`src/rtl/ad_bus_arbiter.sv`:
```
// ----------------------------------------------------------------------------
// ad_bus_arbiter
//   Round-robin arbiter/sequencer for a shared 32-bit tri-state `ad` bus.
//   Each requester drives `ad` through its own bufif0 bank. This block grants
//   the bus to one requester at a time and produces the active-low enables.
//   Between owners it inserts TA_CYCLES cycles with every driver released, so
//   two banks never contend. An owner that holds the bus while others wait is
//   forced off after MAX_HOLD cycles.
//
// Ports
//   clk        : clock
//   reset      : asynchronous, active-high reset
//   req_i      : per-requester bus request, level-sensitive
//   done_i     : per-requester release strobe; only the owner's bit counts
//   gnt_o      : one-hot grant, registered
//   drv_n_o    : bufif0 controls (0 = drive `ad`), always ~gnt_o
//   owner_o    : index of the current or most recent owner
//   busy_o     : high whenever the arbiter is not idle
//   timeout_o  : one-cycle pulse when the owner is forced off by MAX_HOLD
// ----------------------------------------------------------------------------
module ad_bus_arbiter #(
   parameter int unsigned NREQ      = 4,
   parameter int unsigned MAX_HOLD  = 8,
   parameter int unsigned TA_CYCLES = 1
) (
   input  logic                                     clk,
   input  logic                                     reset,
   input  logic [NREQ-1:0]                          req_i,
   input  logic [NREQ-1:0]                          done_i,
   output logic [NREQ-1:0]                          gnt_o,
   output logic [NREQ-1:0]                          drv_n_o,
   output logic [((NREQ > 2) ? $clog2(NREQ) : 1)-1:0] owner_o,
   output logic                                     busy_o,
   output logic                                     timeout_o
);

   localparam int unsigned IW = (NREQ > 2) ? $clog2(NREQ) : 1;

   localparam logic [IW-1:0] IDX_ONE   = IW'(1);
   localparam logic [IW-1:0] IDX_LAST  = IW'(NREQ - 1);
   localparam logic [7:0]    HOLD_MAX  = 8'(MAX_HOLD);
   localparam logic [7:0]    HOLD_LAST = 8'(MAX_HOLD - 1);
   localparam logic [2:0]    TA_LAST   = 3'(TA_CYCLES - 1);

   typedef enum logic [1:0] {
      ST_IDLE  = 2'd0,
      ST_GRANT = 2'd1,
      ST_TURN  = 2'd2
   } state_t;

   // First set bit of r scanning p, p+1, ... modulo NREQ.
   function automatic logic [IW-1:0] rr_pick(input logic [NREQ-1:0] r,
                                             input logic [IW-1:0]   p);
      logic [IW-1:0] win;
      logic [IW:0]   idx;
      logic          found;
      win   = p;
      found = 1'b0;
      for (int i = 0; i < NREQ; i++) begin
         idx = {1'b0, p} + (IW+1)'(i);
         if (idx >= (IW+1)'(NREQ)) begin
            idx = idx - (IW+1)'(NREQ);
         end else begin
            idx = idx;
         end
         if (!found && r[idx[IW-1:0]]) begin
            win   = idx[IW-1:0];
            found = 1'b1;
         end else begin
            found = found;
         end
      end
      return win;
   endfunction

   // One-hot vector with bit i set.
   function automatic logic [NREQ-1:0] onehot(input logic [IW-1:0] i);
      logic [NREQ-1:0] v;
      v    = {NREQ{1'b0}};
      v[i] = 1'b1;
      return v;
   endfunction

   state_t          state_q, state_d;
   logic [NREQ-1:0] gnt_q, gnt_d;
   logic [NREQ-1:0] drv_n_q, drv_n_d;
   logic [IW-1:0]   owner_q, owner_d;
   logic [IW-1:0]   ptr_q, ptr_d;
   logic [7:0]      hold_q, hold_d;
   logic [2:0]      ta_q, ta_d;
   logic            busy_q, busy_d;
   logic            timeout_q, timeout_d;

   logic [IW-1:0]   win_s;
   logic            any_req_s;
   logic            others_s;
   logic            vol_rel_s;
   logic            force_rel_s;

   // Arbitration and release terms used by the next-state logic.
   always_comb begin
      win_s       = rr_pick(req_i, ptr_q);
      any_req_s   = |req_i;
      others_s    = |(req_i & ~gnt_q);
      // Voluntary release: owner strobes done or drops its request.
      vol_rel_s   = done_i[owner_q] | ~req_i[owner_q];
      // Forced release once the hold budget is spent while others wait; the
      // >= also covers an owner that reached saturation before anyone else
      // started requesting, so a late requester is not locked out.
      force_rel_s = (hold_q >= HOLD_LAST) & others_s;
   end

   // Next-state and next-output computation for the arbiter FSM.
   always_comb begin
      state_d   = state_q;
      gnt_d     = gnt_q;
      owner_d   = owner_q;
      ptr_d     = ptr_q;
      hold_d    = hold_q;
      ta_d      = ta_q;
      timeout_d = 1'b0;

      case (state_q)
         ST_IDLE: begin
            if (any_req_s) begin
               gnt_d   = onehot(win_s);
               owner_d = win_s;
               hold_d  = 8'd0;
               state_d = ST_GRANT;
            end else begin
               state_d = ST_IDLE;
            end
         end

         ST_GRANT: begin
            if (vol_rel_s || force_rel_s) begin
               gnt_d     = {NREQ{1'b0}};
               ptr_d     = (owner_q == IDX_LAST) ? {IW{1'b0}} : (owner_q + IDX_ONE);
               ta_d      = 3'd0;
               state_d   = ST_TURN;
               // Only flag a timeout when the owner did not leave on its own.
               timeout_d = force_rel_s & ~vol_rel_s;
            end else begin
               state_d = ST_GRANT;
            end
            if (hold_q != HOLD_MAX) begin
               hold_d = hold_q + 8'd1;
            end else begin
               hold_d = hold_q;
            end
         end

         ST_TURN: begin
            if (ta_q == TA_LAST) begin
               // ptr_q already points past the releasing owner, giving it
               // lowest priority in this arbitration.
               if (any_req_s) begin
                  gnt_d   = onehot(win_s);
                  owner_d = win_s;
                  hold_d  = 8'd0;
                  state_d = ST_GRANT;
               end else begin
                  state_d = ST_IDLE;
               end
            end else begin
               ta_d    = ta_q + 3'd1;
               state_d = ST_TURN;
            end
         end

         default: begin
            gnt_d   = {NREQ{1'b0}};
            state_d = ST_IDLE;
         end
      endcase

      drv_n_d = ~gnt_d;
      busy_d  = (state_d != ST_IDLE);
   end

   // State and registered outputs; reset releases every driver immediately.
   always_ff @(posedge clk or posedge reset) begin
      if (reset) begin
         state_q   <= ST_IDLE;
         gnt_q     <= {NREQ{1'b0}};
         drv_n_q   <= {NREQ{1'b1}};
         owner_q   <= {IW{1'b0}};
         ptr_q     <= {IW{1'b0}};
         hold_q    <= 8'd0;
         ta_q      <= 3'd0;
         busy_q    <= 1'b0;
         timeout_q <= 1'b0;
      end else begin
         state_q   <= state_d;
         gnt_q     <= gnt_d;
         drv_n_q   <= drv_n_d;
         owner_q   <= owner_d;
         ptr_q     <= ptr_d;
         hold_q    <= hold_d;
         ta_q      <= ta_d;
         busy_q    <= busy_d;
         timeout_q <= timeout_d;
      end
   end

   assign gnt_o     = gnt_q;
   assign drv_n_o   = drv_n_q;
   assign owner_o   = owner_q;
   assign busy_o    = busy_q;
   assign timeout_o = timeout_q;

   ad_bus_arbiter_chk #(
      .NREQ (NREQ)
   ) u_chk (
      .clk        (clk),
      .reset      (reset),
      .gnt_i      (gnt_q),
      .drv_n_i    (drv_n_q),
      .in_grant_i (state_q == ST_GRANT)
   );

endmodule

// ----------------------------------------------------------------------------
// ad_bus_arbiter_chk
//   Bus-safety invariants of the arbiter outputs.
//
// Ports
//   clk        : clock
//   reset      : asynchronous, active-high reset
//   gnt_i      : grant vector
//   drv_n_i    : bufif0 controls
//   in_grant_i : arbiter is in its GRANT state
// ----------------------------------------------------------------------------
module ad_bus_arbiter_chk #(
   parameter int unsigned NREQ = 4
) (
   input  logic            clk,
   input  logic            reset,
   input  logic [NREQ-1:0] gnt_i,
   input  logic [NREQ-1:0] drv_n_i,
   input  logic            in_grant_i
);

   a_gnt_onehot0 : assert property (@(posedge clk) disable iff (reset)
      $onehot0(gnt_i));

   a_drv_inverse : assert property (@(posedge clk) disable iff (reset)
      drv_n_i == ~gnt_i);

   a_gnt_in_grant : assert property (@(posedge clk) disable iff (reset)
      (gnt_i != {NREQ{1'b0}}) |-> in_grant_i);

   // A new owner may only appear after an all-released cycle.
   a_no_direct_switch : assert property (@(posedge clk) disable iff (reset)
      (($past(gnt_i) != {NREQ{1'b0}}) && (gnt_i != {NREQ{1'b0}}))
         |-> (gnt_i == $past(gnt_i)));

endmodule

```
`config.mk`:
```
export PLATFORM = sky130hd
export DESIGN_NAME = ad_bus_arbiter
export DESIGN_NICKNAME = d
export VERILOG_FILES = /design/src/rtl/ad_bus_arbiter.sv
export SDC_FILE = /design/constraint.sdc
export NUM_CORES = 1
export LEC_CHECK = 0
export CAP_MARGIN = 20
export CORE_MARGIN = 4
export CORE_UTILIZATION = 35
export DETAILED_ROUTE_END_ITERATION = 12
export DONT_BUFFER_PORTS = 1
export GPL_TIMING_DRIVEN = 0
export PLACE_DENSITY = 0.56
export SLEW_MARGIN = 20
export SYNTH_ARGS = -nofsm -noshare
export SYNTH_HDL_FRONTEND = slang
export SYNTH_HIERARCHICAL = 1
export SYNTH_SLANG_ARGS = --single-unit
```
`constraint.sdc`:
```
create_clock -name clk -period 2.4 [get_ports clk]
set_input_delay 0.48 -clock clk [delete_from_list [all_inputs] [get_ports clk]]
set_output_delay 0.48 -clock clk [all_outputs]
set_load 0.005 [all_outputs]
```
; ---- Word level (Yosys, flattened, before mapping)
; Index checks and enable logic that the tools add are counted.
[totals]
out_inout_bits = 12
input_bits = 10
wordCells = 113
reg_bits = 27
[classes]
addsub = 10
order_cmp = 12
n_bitwise = 8
eq_ne = 8
reduce_logical = 20
mux = 46
[op_table]
columns = cell, count
row1 = $mux W2, 13
row2 = $mux W8, 3
row3 = $pmux W8 S3, 1
row4 = $lt A2 B3 Y1 const B, 6
row5 = $mux W1, 13
row6 = $bmux W1 S2, 6
row7 = $mux W4, 3
row8 = $pmux W4 S3, 1
row9 = $ge A3 B3 Y1 const B, 3
row10 = $add A8 B1 Y8 const B, 1
row11 = $ge A8 B3 Y1 const B, 1
row12 = $ne A2 B2 Y1 const B, 4
row13 = $ne A8 B4 Y1 const B, 1
row14 = $not A4 Y4, 2
row15 = $reduce_or A4 Y1, 2
row16 = $sub A2 B1 Y2 const B, 4
row17 = $add A2 B2 Y3 const B, 2
row18 = $mux W3, 2
row19 = $pmux W2 S3, 1
row20 = $pmux W3 S2, 1
row21 = $reduce_and A3 Y1, 2
row22 = $reduce_bool A2 Y1, 3
row23 = $and A4 B4 Y4, 1
row24 = $eq A2 B2 Y1 const B, 2
row25 = 18 further kinds, 26

; ---- Longest topological paths before layout
[logic_depth]
ltp_word = 22
ltp_mapped = 7
ltp_nobuf = 7

; ---- Worst setup path before layout
; No wires, ideal clock.
[synth_timing]
path_kind = input to register
from = in req_i[3]
to = reg ptr_q[0]
stages = 4
t_required_ns = 2.272
t_arrival_ns = 1.638
setup_time_ns = 0.128
slack_ns = 0.634
n_path_buf = 0
path_cell_list = nor2b_1 mux4_2 a21oi_2 mux2_1
[synth_via]
elab_chain_cells = 6
elab_cells_between_ends = 9
[synth_lines]
columns = element, line_no
row1 = from (decl), 28  ; input logic [NREQ-1:0] req_i,
row2 = $bmux W1 S2, 106  ; vol_rel_s = done_i[owner_q] | ~req_i[owner_q];
row3 = $mux W1 (implied by the code), 106
row4 = $not A1 Y1, 106
row5 = $or A1 B1 Y1, 106
row6 = $logic_or A1 B1 Y1 (*), 136  ; if (vol_rel_s || force_rel_s) begin
row7 = $reduce_and A2 Y1 (no line) (*), --
row8 = to (signal assigned), 188  ; ptr_q <= {IW{1'b0}};
row9 = to (signal assigned), 198  ; ptr_q <= ptr_d;
row10 = to (decl), 88  ; logic [IW-1:0] ptr_q, ptr_d;
; Every way passes the cells marked *; elsewhere a longest branch is shown, timed or not. The select of a mux whose other input is x is not followed.
; A chain may end at the register's enable or synchronous reset.

; ---- Worst setup path after layout
[layout_timing]
from = reg hold_q[0]
to = reg ptr_q[1]
[layout_via]
elab_chain_cells = 4
[layout_lines]
columns = element, line_no
row1 = from (decl), 89  ; logic [7:0] hold_q, hold_d;
row2 = from (signal assigned), 199  ; hold_q <= hold_d;
row3 = $ge A8 B3 Y1, 110  ; force_rel_s = (hold_q >= HOLD_LAST) & others_s;
row4 = $and A1 B1 Y1, 110
row5 = $logic_or A1 B1 Y1, 136
row6 = $reduce_and A2 Y1 (no line), --
; No other way between the ends.

==> flow_summary_export.csv <==
group,metric,value,unit
timing,fmax,0.500,GHz
cts,cts_buffers,3,
pwr,vdd_drop_max,387,uV
timing,maxSlewViolCount,0,
final_layout,final_cell_area,1610,um^2
critical_path,start_kind,"flop",
critical_path,r2r-start,"hold_q[0]$_DFFE_PP0P_",
final_layout,nets,172,
synthesis,ys.flop_type,"dfrtp_1",
synthesis,netlist_area,1500,um^2
pwr,p_leak,0.683,nW
synthesis,async_flop_share,100,%
drt,wl_per_cell,15.0,um
floorplanning,die_y,73.5,um
place,gp_congestion,0.803,
synthesis,synthAdderAreaFrac,4.17,%
cts,insertion_delay,270,ps
place,placed_cells,202,
timing,period_needed,2000,ps
drt,first_iter_violations,48,
synthesis,synth_edf_count,0,
timing,rsz0062_at_grt,"no",
flow_run,drv_cap,0,
final_layout,n_antenna_cell,0,
place,post_dp_cell_area,1560,um^2
hold_path,hold_path_class,"in2async",
global_routing,grt_pass1_wl,5.40,mm
cts,post_cts_resize_count,0,
floorplanning,dieArea,5400,um^2
place,port-buffer-count,0,
critical_path,path_class,"reg2reg",
floorplanning,dieWidth,73.5,um
floorplanning,start_util,36.7,%
global_routing,track_usage,12.6,%
drt,drcViolationCount,0,
synthesis,synth_top_family_by_area,"simple AND/OR/NAND/NOR gates",
outcome,status,"finished clean",
global_routing,grt_max_degree,28,
critical_path,path_max_fanout,5,
critical_path,cp_data_arrival_time,2160,ps
timing,period_share,83.3,%
timing,setup_viol,0,
floorplanning,fp.coreArea,4090,um^2
synthesis,netlist_instances,152,
synthesis,synth.distinct_cells,45,
global_routing,antenna_found_initial,0,
timing,hold_slack,134,ps
drt,postRouteAntennaNets,0,
synthesis,synth_xor_area_share,2.92,%
timing,hold_viol,0,
synthesis,synth.avg_cell_area,9.88,um^2
place,post-dp-hpwl,2.28,mm
floorplanning,io-pin-count,22,
synthesis,synth_nets,167,
synthesis,yosys_warnings,6,
critical_path,end_kind,"flop",
cts,cts_sinks,27,
final_layout,drive_above_1_share,12.2,%
critical_path,worstRegToRegCells,6,
critical_path,crit_required,2560,ps
pwr,p_per_area,992,nW/um^2
synthesis,synth_compound_area_share,17.8,%
final_layout,syn2layout_area_growth,7.17,%
timing,slew_headroom,57.2,%
synthesis,ys_seq_elements,27,
cts,clk_pin_slew,90,ps
floorplanning,rows,23,
cts,root_buffer,"clkbuf_8",
drt,wirelength,3.08,mm
drt,num_vias,1122,
timing,tns,0,ps
final_layout,final_cell_mix,"dfrtp_1, nor2_1, nor2b_1, o21ai_0",
final_layout,layout.cells.most_common,"dfrtp_1",
drt,dr.pass1.iters,4,
cts,htree_levels,1,
cts,cts_tree,"built",
synthesis,synth_mux_area_share,3.75,%
cts,post_cts_buffers,0,
synthesis,synth_seq_area_share,45.3,%
critical_path,crit_start,"hold_q[0]$_DFFE_PP0P_",
global_routing,grt-ovfl-total,0,
cts,cts_buffer_depth,2,
drt,drt-vias-per-instance,5.45,
cts,hold_buffers,0,
timing,fin_worst_skew,4.47,ps
timing,worst_pin_slew,637,ps
synthesis,synthSimpleGateAreaFrac,23.2,%
final_layout,final_cells,206,
global_routing,first_global_vias,1148,
==> state kept, by name, summed over array words and instances, names as in the netlist <==
name,count
hold_q,8
drv_n_o,4
gnt_o,4
ta_q,3
owner_o,2
ptr_q,2
state_q,2
busy_o,1
timeout_o,1
==> final timing paths <==
| check | slack (ps) | to |
|---|---|---|
| worst max-delay path | 400 | ptr_q[1]$_DFFE_PP0P_ |
| worst min-delay path | 130 | hold_q[6]$_DFFE_PP0P_ |
| worst max register to register | 400 | ptr_q[1]$_DFFE_PP0P_ |
| worst min register to register | 500 | drv_n_o[1]$_DFF_PP1_ |
| max in group asynchronous | 1890 | drv_n_o[0]$_DFF_PP1_ |
| min in group clk | 460 | state_q[0]$_DFF_PP0_ |
==> where the power goes <==
group          internal (W)  total (W)  switching [W]
Sequential         0.000613   0.000757       0.000144
Combinational      0.000248   0.000583       0.000334
Clock              0.000119   0.000256       0.000137
Total              0.000981    0.00160       0.000615
==> stage by stage <==
step	total power (W)	util [%]	setup WS (ps)
after floorplan	0.00120	-	634
after global placement	0.00134	38.3	454
after detailed placement	0.00135	38.3	443
after CTS	0.00161	39.4	406
after global routing	0.00173	39.4	303
final	0.00160	39.4	401
==> cells in the mapped netlist (2+ instances only) <==
| cell type | count | share of area (%) |
|---|---|---|
| a22o_1 | 3 | 1.8 |
| a22oi_1 | 3 | 1.5 |
| nand2b_1 | 5 | 2.1 |
| nand3_1 | 5 | 1.7 |
| nor2_1 | 18 | 4.5 |
| nand4_1 | 5 | 2.1 |
| and2_1 | 2 | 0.83 |
| nor2b_1 | 9 | 3.7 |
| inv_1 | 8 | 2.0 |
| dfstp_2 | 4 | 7.0 |
| ha_1 | 5 | 4.2 |
| o21ai_1 | 4 | 1.3 |
| xor2_1 | 5 | 2.9 |
| nand2_1 | 7 | 1.8 |
| clkbuf_1 | 2 | 0.50 |
| a21oi_1 | 4 | 1.3 |
| dfrtp_1 | 23 | 38 |
| mux2_1 | 2 | 1.5 |
| a21o_1 | 2 | 1.0 |
| nor4_1 | 3 | 1.3 |
| o21ai_0 | 9 | 3.0 |
==> area by class of cell <==
type	instances	area, um^2
Fill cell	411	2480
Sequential cell	27	681
Multi-Input combinational cell	114	778
Tap cell	50	62.6
Clock buffer	4	45.0
Inverter	8	30.0
Buffer	3	12.5
==> kinds of logic after synthesis <==
family	Yosys count
AND/OR/NAND/NOR	64
buffers and inverters	11
multiplexers	4
adder cells (fa/ha/maj)	5
XOR/XNOR	5
AO/OA/AOI/OAI	36
flip-flops	27
==> worst max-delay path, cell delays in order, from the launching register on <==
cell     delay [ps]
dfrtp_1         450
ha_1            280
a21oi_1         100
and2_1          190
or2_1           230
a21oi_2         300
mux2_1          360
==> routing by layer <==
layer / global-route usage, % / vias to the layer above / part of all wire (%)
li1: - / 551 / -
met1: 16.5 / 541 / 48
met2: 20.9 / 22 / 47
met3: 2.33 / 8 / 3.6
met4: 4.23 / 0 / 1.9
met5: 0 / - / 0
Note: power is estimated with default switching activity, not from simulation.
